===== src/rtl/elevator_scan_ctrl.sv =====
// elevator_scan_ctrl: SCAN (collective) elevator controller.
// Calls are latched into a pending-floor mask. The car keeps moving in its
// current direction while calls remain ahead, stops with the door open at
// each called floor, then reverses or idles.
// Optional feature macro: ELEV_DOOR_REOPEN_EN. When defined, a call for the
// current floor while the door is open restarts the door timer.
module elevator_scan_ctrl #(
    parameter int NUM_FLOORS   = 10,
    parameter int FLOOR_W      = 4,
    parameter int TRAVEL_TICKS = 100000,
    parameter int DOOR_TICKS   = 200000
) (
    input  logic                  clk,
    input  logic                  rst_n,
    input  logic                  call_valid,
    input  logic [FLOOR_W-1:0]    call_floor,
    output logic [FLOOR_W-1:0]    current_floor,
    output logic [NUM_FLOORS-1:0] pending,
    output logic                  dir_up,
    output logic                  moving,
    output logic                  door_open,
    output logic                  idle
);

    typedef enum logic [1:0] {IDLE, MOVE_UP, MOVE_DOWN, DOOR} state_t;

    localparam logic [31:0] TRAVEL_LAST = 32'(TRAVEL_TICKS - 1);
    localparam logic [31:0] DOOR_LAST   = 32'(DOOR_TICKS - 1);

    state_t                  state, state_nx;
    state_t                  dec_state;
    logic                    dec_dir;
    logic [31:0]             timer, timer_nx;
    logic [FLOOR_W-1:0]      floor_nx, step_floor;
    logic [NUM_FLOORS-1:0]   pending_nx, pending_call, call_mask, step_mask;
    logic                    dir_nx;
    logic                    call_ok, call_here, call_sets;
    logic                    up_here, dn_here;
    logic                    step_hit, go_on, go_back;

    function automatic logic [NUM_FLOORS-1:0] floor_mask(input logic [FLOOR_W-1:0] f);
        logic [NUM_FLOORS-1:0] m;
        m = '0;
        for (int i = 0; i < NUM_FLOORS; i++) m[i] = (int'(f) == i);
        return m;
    endfunction

    function automatic logic any_above(input logic [NUM_FLOORS-1:0] p,
                                       input logic [FLOOR_W-1:0] f);
        logic r;
        r = 1'b0;
        for (int i = 0; i < NUM_FLOORS; i++) if (i > int'(f) && p[i]) r = 1'b1;
        return r;
    endfunction

    function automatic logic any_below(input logic [NUM_FLOORS-1:0] p,
                                       input logic [FLOOR_W-1:0] f);
        logic r;
        r = 1'b0;
        for (int i = 0; i < NUM_FLOORS; i++) if (i < int'(f) && p[i]) r = 1'b1;
        return r;
    endfunction

    // Out-of-range floors are dropped; a call for the floor the car is parked
    // at (IDLE) or standing at with the door open never becomes pending.
    assign call_ok   = call_valid && (int'(call_floor) < NUM_FLOORS);
    assign call_here = call_ok && (call_floor == current_floor);
    assign call_sets = call_ok && !(call_here && (state == IDLE || state == DOOR));
    assign call_mask = floor_mask(call_floor);
    assign pending_call = call_sets ? (pending | call_mask) : pending;

    // The floor reached at the end of the current travel leg. Arrival checks
    // include a call latched on that same edge, so it is absorbed by the stop.
    assign step_floor = (state == MOVE_UP) ? current_floor + FLOOR_W'(1)
                                           : current_floor - FLOOR_W'(1);
    assign step_mask  = floor_mask(step_floor);
    assign step_hit   = |(pending_call & step_mask);
    assign go_on      = (state == MOVE_UP) ? any_above(pending_call, step_floor)
                                           : any_below(pending_call, step_floor);
    assign go_back    = (state == MOVE_UP) ? any_below(pending_call, step_floor)
                                           : any_above(pending_call, step_floor);

    assign up_here = any_above(pending, current_floor);
    assign dn_here = any_below(pending, current_floor);

    // Departure decision from a standstill: prefer the current direction.
    always_comb begin
        dec_state = IDLE;
        dec_dir   = dir_up;
        if (dir_up && up_here) begin
            dec_state = MOVE_UP;
        end else if (!dir_up && dn_here) begin
            dec_state = MOVE_DOWN;
        end else if (up_here) begin
            dec_state = MOVE_UP;
            dec_dir   = 1'b1;
        end else if (dn_here) begin
            dec_state = MOVE_DOWN;
            dec_dir   = 1'b0;
        end
    end

    // Next-state, floor, direction, timer and pending-mask logic.
    always_comb begin
        state_nx   = state;
        floor_nx   = current_floor;
        dir_nx     = dir_up;
        timer_nx   = timer;
        pending_nx = pending_call;
        case (state)
            IDLE: begin
                if (call_here) begin
                    state_nx = DOOR;
                    timer_nx = '0;
                end else begin
                    state_nx = dec_state;
                    dir_nx   = dec_dir;
                end
            end
            MOVE_UP, MOVE_DOWN: begin
                if (timer == TRAVEL_LAST) begin
                    timer_nx = '0;
                    floor_nx = step_floor;
                    if (step_hit) begin
                        state_nx   = DOOR;
                        pending_nx = pending_call & ~step_mask;
                    end else if (go_on) begin
                        state_nx = state;
                    end else if (go_back) begin
                        state_nx = (state == MOVE_UP) ? MOVE_DOWN : MOVE_UP;
                        dir_nx   = (state != MOVE_UP);
                    end else begin
                        state_nx = IDLE;
                    end
                end else begin
                    timer_nx = timer + 32'd1;
                end
            end
            DOOR: begin
                if (timer == DOOR_LAST) begin
                    timer_nx = '0;
                    state_nx = dec_state;
                    dir_nx   = dec_dir;
                end else begin
                    timer_nx = timer + 32'd1;
                end
`ifdef ELEV_DOOR_REOPEN_EN
                if (call_here) begin
                    timer_nx = '0;
                    state_nx = DOOR;
                    dir_nx   = dir_up;
                end
`endif
            end
            default: begin
                state_nx = IDLE;
                timer_nx = '0;
            end
        endcase
    end

    // State register; reset drops every pending call.
    always_ff @(posedge clk or negedge rst_n) begin
        if (!rst_n) begin
            state         <= IDLE;
            timer         <= '0;
            current_floor <= '0;
            pending       <= '0;
            dir_up        <= 1'b1;
        end else begin
            state         <= state_nx;
            timer         <= timer_nx;
            current_floor <= floor_nx;
            pending       <= pending_nx;
            dir_up        <= dir_nx;
        end
    end

    assign moving    = (state == MOVE_UP) || (state == MOVE_DOWN);
    assign door_open = (state == DOOR);
    assign idle      = (state == IDLE);

endmodule


===== config.mk =====
export PLATFORM = sky130hd
export DESIGN_NAME = elevator_scan_ctrl
export DESIGN_NICKNAME = d
export VERILOG_FILES = /design/src/rtl/elevator_scan_ctrl.sv
export SDC_FILE = /design/constraint.sdc
export NUM_CORES = 1
export LEC_CHECK = 0
export ABC_AREA = 0
export CELL_PAD_IN_SITES_DETAIL_PLACEMENT = 0
export CELL_PAD_IN_SITES_GLOBAL_PLACEMENT = 1
export CORE_MARGIN = 4
export CORE_UTILIZATION = 35
export CTS_CLUSTER_DIAMETER = 60
export DETAILED_ROUTE_END_ITERATION = 7
export GPL_ROUTABILITY_DRIVEN = 0
export HOLD_SLACK_MARGIN = 0.06
export PLACE_DENSITY_LB_ADDON = 0.1
export SETUP_SLACK_MARGIN = 0.05
export SLEW_MARGIN = 25
export SYNTH_ARGS = -nofsm -noshare
export SYNTH_HDL_FRONTEND = slang
export SYNTH_SLANG_ARGS = --single-unit

===== constraint.sdc =====
create_clock -name clk -period 3.6 [get_ports clk]
set_input_delay 0.36 -clock clk [delete_from_list [all_inputs] [get_ports clk]]
set_output_delay 0.36 -clock clk [all_outputs]
set_load 0.02 [all_outputs]

Word level (Yosys, flattened, before mapping) --
Index checks and enable logic that the tools add are counted.
Cells by class: add/subtract/negate cells 3, order comparisons 39, equal/unequal tests 33, mux-type cells 72, bitwise gates (word level) 4, reductions and logical operators 56
Operator list (count):
- $mux W32 | 3
- $pmux W32 S3 | 1
- $mux W1 | 50
- $eq A4 B4 Y1 const B | 12
- $logic_and A1 B1 Y1 | 44
- $mux W10 | 4
- $add A32 B1 Y32 const B | 1
- $eq A32 B17 Y1 const B | 1
- $eq A32 B18 Y1 const B | 1
- $gt A3 B4 Y1 const A | 8
- $lt A3 B4 Y1 const A | 8
- $mux W2 | 11
- $and A10 B10 Y10 | 2
- $eq A4 B3 Y1 const B | 4
- $gt A2 B4 Y1 const A | 4
- $gt A4 B4 Y1 const A | 4
- $lt A1 B4 Y1 const A | 4
- $lt A2 B4 Y1 const A | 4
- $lt A4 B4 Y1 const A | 4
- $ne A2 B2 Y1 const B | 5
- $not A10 Y10 | 1
- $or A10 B10 Y10 | 1
- $reduce_or A10 Y1 | 1
- $eq A4 B2 Y1 const B | 2
- other kinds (20) | 27
Word-level totals: bits in registers 49, bits of input ports 7, output and inout bits 18

Depth between registers and ports, before layout --
Gate-level depths: netlist (run 1).
depth after elaboration 24, mapped depth 13

Least setup slack after synthesis (run 1) --
No wires, ideal clock.
kind reg2reg, start register current_floor[0], end register state[1], setup time 0.125 ns, arrival 3.200 ns, setup slack 0.275 ns, stages on the path, launching flop included 13, clock period less this slack 3.325 ns, cells stage by stage dfrtp_1 buf_2 inv_1 ha_1 xnor2_1 nor3_1 a22oi_1 nor2_1 or4_1 buf_2 nor2_4 a31oi_4 mux2_4
Between the ends: word-level cells in the longest chain between the ends 23, elaborated cells on any way between the ends 152, those cells by class add/sub (2); order compare (38); eq/ne (11); mux (53); bitwise (1); reduce/logical (47)
RTL lines:
- start, declared | RTL line 17 | output logic [FLOOR_W-1:0] current_floor,
- start signal, assigned | RTL line 173 | current_floor <= floor_nx;
- branches (longest 23 deep; another with $sub A4 B1 Y4)
- end signal, assigned | RTL line 171 | state <= state_nx;
- end, declared | RTL line 30 | state_t state, state_nx;
Several ways; the timed one is not identified. The select of a mux whose other input is x is not followed. A chain may end at the register's enable or synchronous reset.

Worst setup path in the final report (run 1) --
Ends and elaborated chain as after synthesis.

==> results of run 1 <==
-- final timing paths --
kind                                  start         to  cells past startpoint
setup / recovery           current_floor[0]   state[1]                     10
hold / removal                     timer[0]   timer[0]                      1
setup reg to reg           current_floor[0]   state[1]                     10
hold reg to reg                    timer[0]   timer[0]                      1
max in group asynchronous             rst_n     dir_up                      3
min in group asynchronous             rst_n  timer[17]                      2
-- metal layers --
metal	up-vias	global-route usage, %
met5	-	0
met4	0	6.67
met3	19	2.19
met2	61	31.0
met1	1570	23.8
li1	1617	-
-- registers in the layout (all words and copies together) (netlist names) --
register and cells:
dir_up 1, state 2, current_floor 4, pending 10, timer 32
-- cell usage in the layout (no fill, tap or decap), types with 14 or more instances in the layout --
master           synthesis  final
dfrtp_1                 48     48
nor2_1                  43     43
nand2_1                 32     32
o21ai_0                 29     29
buf_4                    1     25
clkdlybuf4s50_1          0     23
a21oi_1                 21     21
xor2_1                  16     16
inv_1                   15     15
nand3_1                 14     14
-- area by class of cell --
type	instances	share of cell area, %
clock buffers	5	1.66
clock inverters	3	0.633
inverters	15	1.36
multi-input cells	331	52.4
flip-flops and latches	49	29.5
well taps	133	4.01
repair buffers	50	10.4
-- cell families after synthesis --
logic type	count (synthesis)
buffers and inverters	33
and+or+nand+nor	168
adders and majority gates	10
xor gates and xnor gates	28
muxes	4
DFF	49
AOI/OAI and AO/OA	121
-- per-stage QoR --
stage / hold WS (ns) / std cells / total power (uW) / worst slack [ns]
floorplan: 0.0644 / 413 / 683 / 0.275
global placement: 0.389 / 577 / 770 / 0.179
detailed placement: 0.390 / 577 / 767 / 0.127
CTS: 0.531 / 586 / 1130 / 0.288
global route: 0.568 / 586 / 1170 / 0.0636
finish: 0.526 / 586 / 1120 / 0.274
-- critical path, stage by stage, from the launching register on --
cell and delay (ns):
dfrtp_1 0.57, inv_1 0.10, ha_1 0.35, xor2_1 0.56
nor2_1 0.15, maj3_1 0.38, a2bb2oi_1 0.14, nor3_2 0.29
nand2b_1 0.17, a31oi_4 0.19, mux2_4 0.31
-- power groups by stage --
stage                     registers [uW]  logic (uW)  clock network, uW
final                                597         162                357
after global routing                 597         177                395
after CTS                            596         163                373
after detailed placement             606         161                  0
after global placement               608         162                  0
after floorplan                      609        73.9                  0
-- repair_timing --
item	CTS	global route
setup endpoints to repair	0	0
hold endpoints to repair	23	0
setup buffers	0	0
hold buffers	1	0
==> reports/metrics.yaml, run 1 <==
antenna_found_initial: 0
synth_top_area_cell: "dfrtp_1"
r2r_slack_ns: 0.27
dieHeight_um: 109
register_area_sq_mm: 0.00123
grt_pass1_wl_mm: 17.0
totalWireLength_mm: 10.3
start_util_pct: 36.2
grt_max_degree: 27
drv_slew: 0
synthMuxAreaShare_pct: 1.30
htreeDepth: 2
hpwl_mm: 7.78
max_clock_freq_ghz: 0.301
period_minus_slack_ns: 3.33
ir_drop_uv: 202
overflow: 0
netlist_instances: 413
synth_top_family_by_area: "simple AND/OR/NAND/NOR gates"
fin_tns_setup_ns: 0
nets: 468
hold_path.class: "register to register"
die_w_um: 109
via_count: 3267
die_area_sq_mm: 0.0118
p_sw_uw: 341
ys_seq_area_share_pct: 34.5
cp.arrival_ns: 3.53
crit_path_end_kind: "register"
timing.max_cap.violations: 0
grt.total_usage_pct: 18.2
critPathRequiredTime_ns: 3.80
synth_xor_area_share_pct: 7.11
fill_cells: 1031
p_seq_share_pct: 53.5
via_per_inst: 5.58
wire_per_inst_um: 17.5
io_pins: 25
design_area_sq_mm: 0.00415
power_frac_comb_pct: 14.5
avgSynthCellArea_sq_um: 8.60
synth_compound_area_share_pct: 23.7
clk_pin_slew_ns: 0.10
finalHoldViolCount: 0
switching_share_pct: 30.6
p_leak_uw: 0.00170
synth_commonest_cells: "dfrtp_1, nor2_1, nand2_1"
cts_tree: "built"
clock_latency_ns: 0.31
synth_top_cell_area_share_pct: 33.8
wl_met2_mm: 4.93
crit_fanout: 9
dr.pass1.iters: 4
wl_met1_mm: 4.83
grt_pass1_vias: 3375
core_region_area_sq_mm: 0.00982
min_period_over_period_pct: 92.4
diodes: 0
intPower_uw: 774
cp-start-kind: "register"
worstMarginPinSlew_ns: 0.655
crit_type: "register to register"
synthArstFlopShare_pct: 100
setup_violations: 0
area_delta_synth_final_pct: 16.9
synth.net_count: 429
core.rowCount: 36
clock_skew_ns: 0.0103
synth_edf_count: 0
drc: 0
io_buffers: 24
place_area_sq_mm: 0.00405
synth-seq-cells: 49
slew_headroom_pct: 56.2
synth_most_common_cell: "dfrtp_1"
clkSinkCount: 49
cts-resized-gates: 0
p_clk_share_pct: 32.0
top_layer_used: "met4"
synth_cell_types: 72
root_buffer: "clkbuf_8"
numCtsBuffers: 5
grt_setup_unrepaired: "false"
cts_max_path_buffers: 2
multi_input_area_sq_mm: 0.00218
wl_met3_um: 245
fin_util_pct: 42.3
yosys.area_share.simple_pct: 25.7
synthAdderAreaFrac_pct: 3.45
ys.flop_type: "dfrtp_1"
p_per_area_mw_per_mm2: 268
drive_above_1_share_pct: 13.7
yosysWarnings: 0
status: "finished clean"
drt_iter0_markers: 165
syn_area_sq_mm: 0.00355
ant_nets: 0
synth_area_leaders: "dfrtp_1, nor2_1, o21ai_0"
No activity file was read; power rests on OpenSTA's default activity.
==> inputs of run 2 (changes only) <==
- GPL_ROUTABILITY_DRIVEN: 0 -> unset
==> reports/metrics.yaml, run 2 (same netlist as run 1, synthesis figures left out) <==
ant_nets: 0  # unchanged
slew_headroom_pct: 34.7  # -21 points
numCtsBuffers: 5  # unchanged
diodes: 0  # unchanged
status: "finished clean"
grt_pass1_wl_mm: 17.2  # +1.4%
drc: 0  # unchanged
layout_common_cells: "dfrtp_1, nor2_1, nand2_1"
design_area_sq_mm: 0.00417  # +0.36%
drv_slew: 0  # unchanged
finalHoldViolCount: 0  # unchanged
cp.arrival_ns: 3.55  # +0.02 ns
grt_setup_unrepaired: "false"
p_leak_uw: 0.00171  # +0.46%
gp_congestion: 0.890
top_regs: "timer (32), pending (10), current_floor (4)"
nets: 471  # +0.64%
crit_type: "register to register"
r2r_slack_ns: 0.26  # -0.02 ns
wire_per_inst_um: 18.0  # +2.7%
clock_latency_ns: 0.32  # about the same
crit_path_end_kind: "register"
min_period_over_period_pct: 92.8  # +0.44 points
final_common_cell: "dfrtp_1"
max_clock_freq_ghz: 0.299  # -0.48%
fin_tns_setup_ns: 0  # unchanged
clkSinkCount: 49  # unchanged
core.rowCount: 36  # unchanged
cts_tree: "built"
antenna_found_initial: 0  # unchanged
root_buffer: "clkbuf_8"
io_buffers: 24  # unchanged
critPathRequiredTime_ns: 3.81  # about the same
drt_iter0_markers: 133  # -19%
die_w_um: 109  # unchanged
period_minus_slack_ns: 3.34  # +0.0159 ns
clock_skew_ns: 0.0172  # +0.00693 ns
cts-resized-gates: 0  # unchanged
via_per_inst: 5.64  # +1.2%
hold_buffers: 1  # unchanged
drive_above_1_share_pct: 14.0  # +0.35 points
ir_drop_uv: 132  # -35%
grt_max_degree: 28  # +3.7%
grt.total_usage_pct: 18.6  # +0.37 points
totalWireLength_mm: 10.6  # +3.2%
clk_pin_slew_ns: 0.10  # about the same
area_delta_synth_final_pct: 17.3
core_region_area_sq_mm: 0.00982  # unchanged
dr.pass1.iters: 4  # unchanged
top_register: "timer"
cts_max_path_buffers: 2  # unchanged
io_pins: 25  # unchanged
p_per_area_mw_per_mm2: 266  # -0.92%
hold_path.class: "register to register"
place_area_sq_mm: 0.00407  # +0.56%
die_area_sq_mm: 0.0118  # unchanged
via_count: 3323  # +1.7%
dieHeight_um: 109  # unchanged
cts_setup_buffers: 0  # unchanged
start_util_pct: 36.2  # unchanged
htreeDepth: 2  # unchanged
overflow: 0  # unchanged
worstMarginPinSlew_ns: 0.978  # +0.322 ns
timing.max_cap.violations: 0  # unchanged
largest_register_ffs: 32  # unchanged
crit_fanout: 10  # +1
grt_pass1_vias: 3238  # -4.1%
cp-start-kind: "register"
hold_ws_ns: 0.514  # -0.0118 ns
hpwl_mm: 8.04  # +3.4%
setup_violations: 0  # unchanged
run 2: cell types whose count changed in the layout (fill, tap and decap cells not counted):
cell,change
buf_4,+3
clkbuf_1,+1
inv_8,-1
run 2: path summary, 6_finish.rpt:
kind / from / endpoint / cells past startpoint
worst min register to register: timer[1] / timer[1] / 2
min in group asynchronous: rst_n / timer[0] / 2
max in group asynchronous: rst_n / dir_up / 3
worst max-delay path: state[1] / state[1] / 12
worst min-delay path: timer[1] / timer[1] / 2
worst max register to register: state[1] / state[1] / 12
run 2: worst max-delay path: stages, from the launching register on:
cell,delay [ns]
dfrtp_1,0.39
inv_1,0.09
ha_1,0.28
buf_4,0.19
or4_1,0.42
nand3b_1,0.16
and2_1,0.42
a41oi_1,0.12
nor4_1,0.35
buf_4,0.18
nand2_1,0.09
a31oi_4,0.22
mux2_4,0.31
run 2: area by class of cell:
class	instances	area, sq um
Clock inverter	2	15.0
Sequential cell	49	1230
Inverter	15	56.3
Clock buffer	6	72.6
Tap cell	133	166
Timing Repair Buffer	53	455
Multi-Input combinational cell	331	2180
Fill cell	1011	5650
run 2: per-stage QoR:
| step | utilization, % | instances | setup slack [ns] | total power [uW] |
|---|---|---|---|---|
| final | 42.5 | 589 | 0.258 | 1110 |
| after global routing | 42.5 | 589 | 0.0766 | 1160 |
| after CTS | 42.5 | 589 | 0.300 | 1120 |
| after detailed placement | 41.5 | 580 | 0.124 | 773 |
| after global placement | 41.5 | 580 | 0.107 | 776 |
| after floorplan | - | 413 | 0.275 | 683 |
run 2: routing by layer:
| metal | vias up | track usage [%] | share of wire (%) |
|---|---|---|---|
| met3 | 20 | 3.08 | 3.6 |
| met2 | 84 | 31.4 | 48 |
| li1 | 1616 | - | - |
| met1 | 1603 | 23.6 | 45 |
| met5 | - | 0 | 0 |
| met4 | 0 | 7.57 | 3.4 |
run 2: where the power goes:
group | total, uW | internal [uW] | switching (uW)
Clock | 344 | 138 | 206
Sequential | 596 | 564 | 31.5
Combinational | 169 | 70.9 | 98.3
==> inputs of run 3 (changes only) <==
- GPL_ROUTABILITY_DRIVEN: unset -> 0
==> results of run 3 <==
Same layout as run 1: the final DEF is identical, and so are final timing and power.
